--- src/rtl/ram_loader.sv ---
// Boot-time loader: parses framed UART bytes (A5, addr_hi, addr_lo, len, data..., csum)
// and drives the data RAM write port, stalling the CPU via busy while a frame is open.
module ram_loader #(
  parameter int addr_width     = 11,
  parameter int data_width     = 8,
  parameter int timeout_cycles = 50000
) (
  input  logic                  clk,
  input  logic                  rst,
  input  logic [7:0]            rx_data,
  input  logic                  rx_valid,
  output logic [addr_width-1:0] w_addr,
  output logic [data_width-1:0] din,
  output logic                  w_en,
  output logic                  busy,
  output logic                  done,
  output logic                  err,
  output logic [2:0]            dbg_state
);

  typedef enum logic [2:0] {
    S_IDLE    = 3'd0,
    S_ADDR_HI = 3'd1,
    S_ADDR_LO = 3'd2,
    S_LEN     = 3'd3,
    S_DATA    = 3'd4,
    S_CSUM    = 3'd5
  } state_t;

  localparam int            tw     = $clog2(timeout_cycles + 1);
  localparam logic [tw-1:0] t_last = tw'(timeout_cycles - 1);

  // Handshake: rx_valid is a one-cycle strobe with no backpressure; every
  // strobed byte is consumed in the cycle it is presented.
  state_t                state;
  logic [7:0]            acc;
  logic [7:0]            hi_q;
  logic [8:0]            rem;
  logic [addr_width-1:0] addr_ptr;
  logic [tw-1:0]         tcnt;

  assign dbg_state = state;

  always_ff @(posedge clk) begin
    if (rst) begin
      state    <= S_IDLE;
      acc      <= '0;
      hi_q     <= '0;
      rem      <= '0;
      addr_ptr <= '0;
      tcnt     <= '0;
      w_addr   <= '0;
      din      <= '0;
      w_en     <= 1'b0;
      busy     <= 1'b0;
      done     <= 1'b0;
      err      <= 1'b0;
    end else begin
      w_en <= 1'b0;
      done <= 1'b0;
      err  <= 1'b0;
      if (state != S_IDLE && !rx_valid) begin
        // Idle gap inside a frame: abort once the allowed gap is used up.
        if (tcnt == t_last) begin
          state <= S_IDLE;
          busy  <= 1'b0;
          err   <= 1'b1;
          tcnt  <= '0;
        end else begin
          tcnt <= tcnt + tw'(1);
        end
      end else if (rx_valid) begin
        tcnt <= '0;
        case (state)
          S_IDLE: begin
            if (rx_data == 8'hA5) begin
              state <= S_ADDR_HI;
              busy  <= 1'b1;
              acc   <= '0;
            end
          end
          S_ADDR_HI: begin
            hi_q  <= rx_data;
            acc   <= acc + rx_data;
            state <= S_ADDR_LO;
          end
          S_ADDR_LO: begin
            addr_ptr <= addr_width'({hi_q, rx_data});
            acc      <= acc + rx_data;
            state    <= S_LEN;
          end
          S_LEN: begin
            rem   <= (rx_data == 8'd0) ? 9'd256 : {1'b0, rx_data};
            acc   <= acc + rx_data;
            state <= S_DATA;
          end
          S_DATA: begin
            w_en     <= 1'b1;
            w_addr   <= addr_ptr;
            din      <= data_width'(rx_data);
            addr_ptr <= addr_ptr + addr_width'(1);
            acc      <= acc + rx_data;
            rem      <= rem - 9'd1;
            if (rem == 9'd1) state <= S_CSUM;
          end
          S_CSUM: begin
            state <= S_IDLE;
            busy  <= 1'b0;
            if (rx_data == acc) done <= 1'b1;
            else                err  <= 1'b1;
          end
          default: begin
            state <= S_IDLE;
            busy  <= 1'b0;
          end
        endcase
      end
    end
  end

endmodule

--- config.mk ---
export PLATFORM = sky130hd
export DESIGN_NAME = ram_loader
export DESIGN_NICKNAME = d
export VERILOG_FILES = /design/src/rtl/ram_loader.sv
export SDC_FILE = /design/constraint.sdc
export NUM_CORES = 1
export LEC_CHECK = 0
export ABC_AREA = 0
export CAP_MARGIN = 0
export CORE_MARGIN = 5
export CORE_UTILIZATION = 60
export CTS_BUF_LIST = sky130_fd_sc_hd__clkbuf_2
export DETAILED_ROUTE_END_ITERATION = 10
export HOLD_SLACK_MARGIN = 0.12
export PLACE_DENSITY = 0.83
export SLEW_MARGIN = 10
export SYNTH_ARGS = -nofsm -noshare
export SYNTH_HDL_FRONTEND = slang
export SYNTH_SLANG_ARGS = --single-unit
--- constraint.sdc ---
create_clock -name clk -period 2.4 [get_ports clk]
set_input_delay 0.48 -clock clk [delete_from_list [all_inputs] [get_ports clk]]
set_output_delay 0.48 -clock clk [all_outputs]
set_load 0.005 [all_outputs]
# Yosys cells after proc, flatten, opt, wreduce, memory -nomap -nowiden
# Cells that the tools add are included.
[op_classes]
n_bitwise = 3
n_reduce_logical = 19
n_eq_ne = 14
add_sub_neg = 4
n_mux = 26
[op_table]
columns = ["op", "n"]
rows = [
  ["two-way mux 16 bit", 3],
  ["case mux 11 bit (2 select lines)", 1],
  ["case mux 9 bit (2 select lines)", 1],
  ["adder 16 x 1 -> 16 bit, second input constant", 1],
  ["equality test 16 bit, second input constant", 1],
  ["case mux 8 bit (2 select lines)", 1],
  ["two-way mux 3 bit", 5],
  ["case mux 3 bit (5 select lines)", 1],
  ["AND reduction 3 bit", 4],
  ["AND reduction 4 bit", 3],
  ["adder 11 x 1 -> 11 bit, second input constant", 1],
  ["two-way mux 1 bit", 11],
  ["equality test 9 x 1 -> 1 bit, second input constant", 1],
  ["two-way mux 9 bit", 1],
  ["subtractor 9 x 1 -> 9 bit, second input constant", 1],
  ["adder 8 bit", 1],
  ["equality test 8 bit", 1],
  ["equality test 8 bit, second input constant", 1],
  ["logical NOT 8 bit", 1],
  ["two-way mux 8 bit", 1],
  ["nonzero test 2 bit", 4],
  ["OR reduction 4 bit", 2],
  ["equality test 3 x 2 -> 1 bit, second input constant", 2],
  ["equality test 3 bit, second input constant", 2],
  ["11 further kinds", 15],
]
[totals]
inputBits = 11
register_bits = 73
out_inout_bits = 26
wordCells = 78

# Logic depth before layout (Yosys ltp)
[logic_depth]
ltp_word = 5
ltp_mapped = 8
ltp_nobuf = 7

# Least setup slack after synthesis
# Ideal clock, no wire load.
[synth_timing]
path_type = "input port to flip-flop"
from = "input rx_data[0]"
to = "register acc[6]"
path_slack_ns = 0.458
setup_ns = 0.087
arrival_ns = 1.855
n_path_buf = 0
required_ns = 2.313
cell_stages = 7
path_cell_list = "ha_1 fa_1 a21o_1 a21oi_1 o21ai_0 xnor2_1 o31ai_1"
[synth_via]
elab_chain_len = 3
word_cells_on_any_way = 5
classes_between = "add/sub: 1; eq/ne: 2; mux: 1; reduce/logical: 1"
[synth_lines]
columns = ["item", "line_no", "rtl"]
rows = [
  ["start, declared", "10", "input logic [7:0] rx_data,"],
  ["branches (longest 3 deep; another with adder 8 bit)", "--", ""],
  ["end signal, assigned", "84", "acc <= acc + rx_data;"],
  ["end signal, assigned", "89", "acc <= acc + rx_data;"],
  ["end signal, assigned", "94", "acc <= acc + rx_data;"],
  ["end, declared", "36", "logic [7:0] acc;"],
]
# Several ways; the timed one is not identified.
# A chain may end at the register's enable or synchronous reset.

# Worst setup path after layout
[layout_timing]
from = "register state[2], in the netlist dbg_state[2]"
to = "output dbg_state[2]"
[layout_lines]
columns = ["item", "line_no", "rtl"]
rows = [
  ["start, declared", "35", "state_t state;"],
  ["start signal, assigned", "46", "state <= S_IDLE;"],
  ["start signal, assigned", "65", "state <= S_IDLE;"],
  ["start signal, assigned", "77", "state <= S_ADDR_HI;"],
  ["end, declared", "18", "output logic [2:0] dbg_state"],
]
# No word-level cell between the ends.

==> results.py <==
metrics = {
    "synth": {
        "synth_seq_cells": 73,
        "ys_async_sr_fraction_pct": 0,
        "synth-edff-count": 0,
        "synth-main-ff-cell": "dfxtp_1",
        "avgSynthCellArea_um2": 8.099,
        "synthCells": 488,
        "synth_area_um2": 3953,
        "yosysWarningCount": 0,
        "synth.net_count": 511,
        "ys_seq_area_share_pct": 36.97,
        "ys_types": 72,
    },
    "routing": {
        "via_per_inst": 6.292,
        "routedWlPerCell_um": 16.61,
        "routed-via-count": 3882,
        "routed_wl_um": 10250,
        "first_iter_violations": 209,
        "firstDrtPassIters": 5,
        "ant_nets": 0,
        "drc_errors": 0,
    },
    "clocking": {
        "clock-sinks": 73,
        "cts_max_level": 3,
        "cts_root_buf": "clkbuf_2",
        "cts_buffers": 9,
        "holdBufCountCts": 0,
        "cts.reportedPaths.clkPinSlew_ps": 210,
        "cts_tree": "yes",
        "clockBufferDepth": 2,
        "clkLatencyLatePin_ps": 540,
    },
    "grt": {
        "grt_pass1_wl_um": 17550,
        "grt_overflow": 0,
        "grtUsageTotal_pct": 25.04,
        "antenna_found_initial": 0,
        "first_global_vias": 3768,
        "grt_start_max_net_pins": 32,
    },
    "floorplan": {
        "start_util_pct": 61.89,
        "row_count": 29,
        "pin_count": 37,
        "fp.dieArea_um2": 8311,
        "design.core.area_um2": 6386,
        "dieHeight_um": 91.17,
        "die_x_um": 91.17,
    },
    "sta": {
        "finalMaxSlewViolations": 0,
        "slew_headroom_pct": 66.89,
        "fin_crit_sh_pct": 93.17,
        "setup_slack_ps": 163.9,
        "worst-slew-pin-transition_ps": 496.7,
        "min_period_ps": 2236,
        "setup_viol": 0,
        "fin_setup_tns_ps": 0,
        "rsz0062_at_grt": "no",
        "finClkSkew_ps": 21.34,
        "max_freq_ghz": 0.4472,
        "hold_viol": 0,
    },
    "power": {
        "peakVddDrop_uv": 393.5,
        "total_power_mw": 2.620,
        "p_leak_nw": 1.630,
        "power.density_nw_per_um2": 572.7,
    },
    "min_path": {
        "hp-class": "input pin to flop",
    },
    "worst_setup_path": {
        "critPathKind": "flop to output port",
        "worstPathRequired_ps": 1920,
        "cp_num_buf_inv": 1,
        "cpLargestDelayFamily": "flip-flops",
        "cpPeakStageDelay_ps": 630,
        "startpoint_type": "flop",
        "crit_chain": "clkdlybuf4s50_1",
        "arrival_ps": 1760,
        "critPathSlowestCell": "dfxtp_1",
        "worstPathMaxFanout": 12,
        "critPathCaptureType": "output port",
    },
    "finish": {
        "final_common_cell": "dfxtp_1",
        "n_antenna_cell": 0,
        "area_growth_pct": 15.76,
        "fin_area_um2": 4576,
        "drive_gt1_share_pct": 12.59,
        "final_cell_mix": "dfxtp_1, nand2_1, a21oi_1, nor2_1, clkdlybuf4s50_1",
        "nets": 558,
    },
    "placement": {
        "numPortBuffers": 36,
        "dpl_cell_area_um2": 4492,
        "routabilityCongestion": 0.8792,
        "hpwl_um": 7448,
        "post-place-ws_ps": -167.3,
    },
    "flow_run": {
        "cap_viol_max_count": 0,
    },
    "outcome": {
        "outcome": "finished, final reports clean",
    },
}
## metrics by stage
stage          util (%)  instances  hold WS [ps]
2_1_floorplan         -        488         440.7
3_3_place_gp      70.34        601         441.5
3_5_place_dp      70.34        601         445.8
4_1_cts           71.63        617         310.1
5_1_grt           71.65        617         330.6
6_report          71.65        617         320.5
## worst paths after layout
kind | start | endpoint | slack [ps] | depth (start not counted)
hold / removal | rst | acc[3] | 320 | 2
setup / recovery | dbg_state[2] | dbg_state[2] | 160 | 1
setup reg to reg | tcnt[0] | tcnt[11] | 340 | 6
hold reg to reg | w_addr[8] | w_addr[8] | 470 | 2
## synth_stat cells, drive strengths merged, types with 8 or more instances
| master | count | area, µm² |
|---|---|---|
| nand2 | 67 | 251.5 |
| dfxtp | 73 | 1461 |
| nor3 | 16 | 101.4 |
| ha | 11 | 137.6 |
| a21oi | 56 | 280.3 |
| clkbuf | 14 | 56.31 |
| inv | 8 | 30.03 |
| a22oi | 8 | 60.06 |
| nand3 | 15 | 75.07 |
| a211oi | 10 | 75.07 |
| o21ai | 35 | 175.2 |
| buf | 18 | 113.9 |
| and2 | 8 | 50.05 |
| nor2 | 44 | 182.7 |
## sequential cells by signal, summed over array words and instances (netlist names)
| register | flops |
|---|---|
| acc | 8 |
| addr_ptr | 11 |
| busy | 1 |
| dbg_state | 3 |
| din | 8 |
| done | 1 |
| err | 1 |
| hi_q | 3 |
| rem | 9 |
| tcnt | 16 |
| w_addr | 11 |
| w_en | 1 |
## metal layers
layer / part of all wire (%) / GRT usage [%] / wire length, µm
met1: 43 / 30.82 / 4456
met2: 50 / 42.91 / 5102
met3: 4.5 / 5.041 / 460
met4: 2.2 / 9.658 / 227
met5: 0 / 0 / 0
## power by group
group,switching (mW),internal [mW]
sequential,0.0702,1.27
clock,0.451,0.123
combinational,0.388,0.320
total,0.909,1.71
## area by class of cell
class	count	area (µm²)
clock inverters	7	37.54
inverters	8	30.03
repair buffers	68	608.1
well taps	77	96.34
clock buffers	9	45.04
multi-input cells	375	2296
fillers	519	1810
flip-flops and latches	73	1463
## what timing repair did
| item | in CTS | in global routing |
|---|---|---|
| setup buffers | 0 | 0 |
| endpoints found under the setup margin | 0 | 1 |
| gates resized for setup | 0 | 1 |
## cells by family (layout without fill, tap and decap cells)
family                   Yosys count  after routing  synth area share, %
multiplexers                       4              4                1.013
buffers and inverters             40             92                5.065
XOR/XNOR                           5              5                1.108
AND/OR/NAND/NOR                  205            205                28.62
AO/OA/AOI/OAI                    149            149                23.24
flip-flops                        73             73                36.97
adder cells (fa/ha/maj)           12             12                3.989
No activity file was read; power rests on OpenSTA's default activity.
==> RTL change: new RTL, config.mk and constraints unchanged <==
Add an input register stage for `rx_data` and `rx_valid`, with the module's reset; this delays them by one clock. Comments in the files are not updated.
--- a/src/rtl/ram_loader.sv
+++ b/src/rtl/ram_loader.sv
@@ -30,6 +30,19 @@
   localparam int            tw     = $clog2(timeout_cycles + 1);
   localparam logic [tw-1:0] t_last = tw'(timeout_cycles - 1);
 
+  logic [7:0] rx_data_q;
+  logic rx_valid_q;
+
+  always_ff @(posedge clk) begin
+    if (rst) begin
+      rx_data_q  <= '0;
+      rx_valid_q <= '0;
+    end else begin
+      rx_data_q  <= rx_data;
+      rx_valid_q <= rx_valid;
+    end
+  end
+
   // Handshake: rx_valid is a one-cycle strobe with no backpressure; every
   // strobed byte is consumed in the cycle it is presented.
   state_t                state;
@@ -59,7 +72,7 @@
       w_en <= 1'b0;
       done <= 1'b0;
       err  <= 1'b0;
-      if (state != S_IDLE && !rx_valid) begin
+      if (state != S_IDLE && !rx_valid_q) begin
         // Idle gap inside a frame: abort once the allowed gap is used up.
         if (tcnt == t_last) begin
           state <= S_IDLE;
@@ -69,44 +82,44 @@
         end else begin
           tcnt <= tcnt + tw'(1);
         end
-      end else if (rx_valid) begin
+      end else if (rx_valid_q) begin
         tcnt <= '0;
         case (state)
           S_IDLE: begin
-            if (rx_data == 8'hA5) begin
+            if (rx_data_q == 8'hA5) begin
               state <= S_ADDR_HI;
               busy  <= 1'b1;
               acc   <= '0;
             end
           end
           S_ADDR_HI: begin
-            hi_q  <= rx_data;
-            acc   <= acc + rx_data;
+            hi_q  <= rx_data_q;
+            acc   <= acc + rx_data_q;
             state <= S_ADDR_LO;
           end
           S_ADDR_LO: begin
-            addr_ptr <= addr_width'({hi_q, rx_data});
-            acc      <= acc + rx_data;
+            addr_ptr <= addr_width'({hi_q, rx_data_q});
+            acc      <= acc + rx_data_q;
             state    <= S_LEN;
           end
           S_LEN: begin
-            rem   <= (rx_data == 8'd0) ? 9'd256 : {1'b0, rx_data};
-            acc   <= acc + rx_data;
+            rem   <= (rx_data_q == 8'd0) ? 9'd256 : {1'b0, rx_data_q};
+            acc   <= acc + rx_data_q;
             state <= S_DATA;
           end
           S_DATA: begin
             w_en     <= 1'b1;
             w_addr   <= addr_ptr;
-            din      <= data_width'(rx_data);
+            din      <= data_width'(rx_data_q);
             addr_ptr <= addr_ptr + addr_width'(1);
-            acc      <= acc + rx_data;
+            acc      <= acc + rx_data_q;
             rem      <= rem - 9'd1;
             if (rem == 9'd1) state <= S_CSUM;
           end
           S_CSUM: begin
             state <= S_IDLE;
             busy  <= 1'b0;
-            if (rx_data == acc) done <= 1'b1;
+            if (rx_data_q == acc) done <= 1'b1;
             else                err  <= 1'b1;
           end
           default: begin
Check against the original RTL: not equivalent (Yosys sat finds a counterexample within 4 cycles, from zero or initial values and one cycle with rst high).
==> RTL change against the original RTL <==
Sequential share of layout area up 4.0 points. Sequential cell count up 9. Design area down 0.22%. Wire length down 6.5%. Synthesized area up 4.5%. Global-route usage down 1.5 points. Setup slack worse by 0.0057 ns. Critical path depth unchanged. Cell count down 2.3%. Worst hold slack better by 0.014 ns.
Power is not compared: it rests on default switching activity, and its combinational part moved more than twofold at a synthesized area within 25%.
==> RTL change: results <==
group,metric,value,unit
yosys,synth_cell_type_count,71,
clocking,clk_latency,0.51,ns
detailed_routing,wl_met2,4.55,mm
global_routing,met2_usage,38.6,%
sta,worst_pin_slew,0.751,ns
place,port_buffers,36,
critical_path,rrSetupSlack,0.30,ns
outcome,status,"finished, final reports clean",
detailed_routing,wl_met3,511,um
cells_and_area,nNetsFinal,542,
global_routing,grtUsageMet3,4.14,%
detailed_routing,wl_met1,4.34,mm
sta,fin_skew,0.0224,ns
detailed_routing,via_per_inst,6.18,
place,dp_hpwl,6.74,mm
sta,period_share,93.4,%
detailed_routing,via_count,3724,
yosys,synth_seq_area_share,39.7,%
place,place_area,4470,um^2
yosys,synthCells,496,
global_routing,use_met1,30.5,%
critical_path,critPathMaxStageDelay,0.66,ns
cells_and_area,drive_gt1_share,7.65,%
place,routabilityCongestion,0.884,
yosys,syn_nets,519,
place,place_ws,0.349,ns
sta,hold_ws,0.335,ns
global_routing,grt_use_total,23.6,%
place,dp_cells,588,
global_routing,grt_start_max_net_pins,67,
critical_path,crit_fanout,15,
yosys,synth.area.top_cells,"dfxtp_1 (40%), nand2_1 (5.7%), a21oi_1 (5.7%), nor2_1 (4.9%), ha_1 (3.3%)",
detailed_routing,wl_per_cell,15.9,um
-- RTL change: changes by cell type after synthesis, sizes merged, moves of 7 or more --
cell and change:
nor2 +10, nor2b +10, a21oi -9, dfxtp +9
o21ai -9, a211oi -7, a31oi +7
-- RTL change: final cells by class --
type                    instances  area [um^2]
clock inverters                 4         43.8
flip-flops and latches         82         1640
inverters                       5         18.8
fillers                       579         2190
clock buffers                  11         55.1
well taps                      80          100
repair buffers                 45          423
multi-input cells             376         2280
-- RTL change: cells by family (layout without fill, tap and decap cells) --
family	count (synthesis)	count (layout)	share of synthesized area [%]
compound gates	139	139	22.0
xor+xnor	9	9	1.91
fa+ha+maj	12	12	3.82
buf+inv	38	65	4.97
flops	82	82	39.7
mux	5	5	1.21
simple gates	211	211	26.4
-- RTL change: worst paths after layout --
kind	endpoint	cells after the start
worst max-delay path	dbg_state[2]	1
worst min-delay path	tcnt[6]$_SDFFE_PP0N_	3
worst max register to register	tcnt[13]$_SDFFE_PP0N_	6
worst min register to register	w_addr[7]$_SDFFE_PP0P_	2
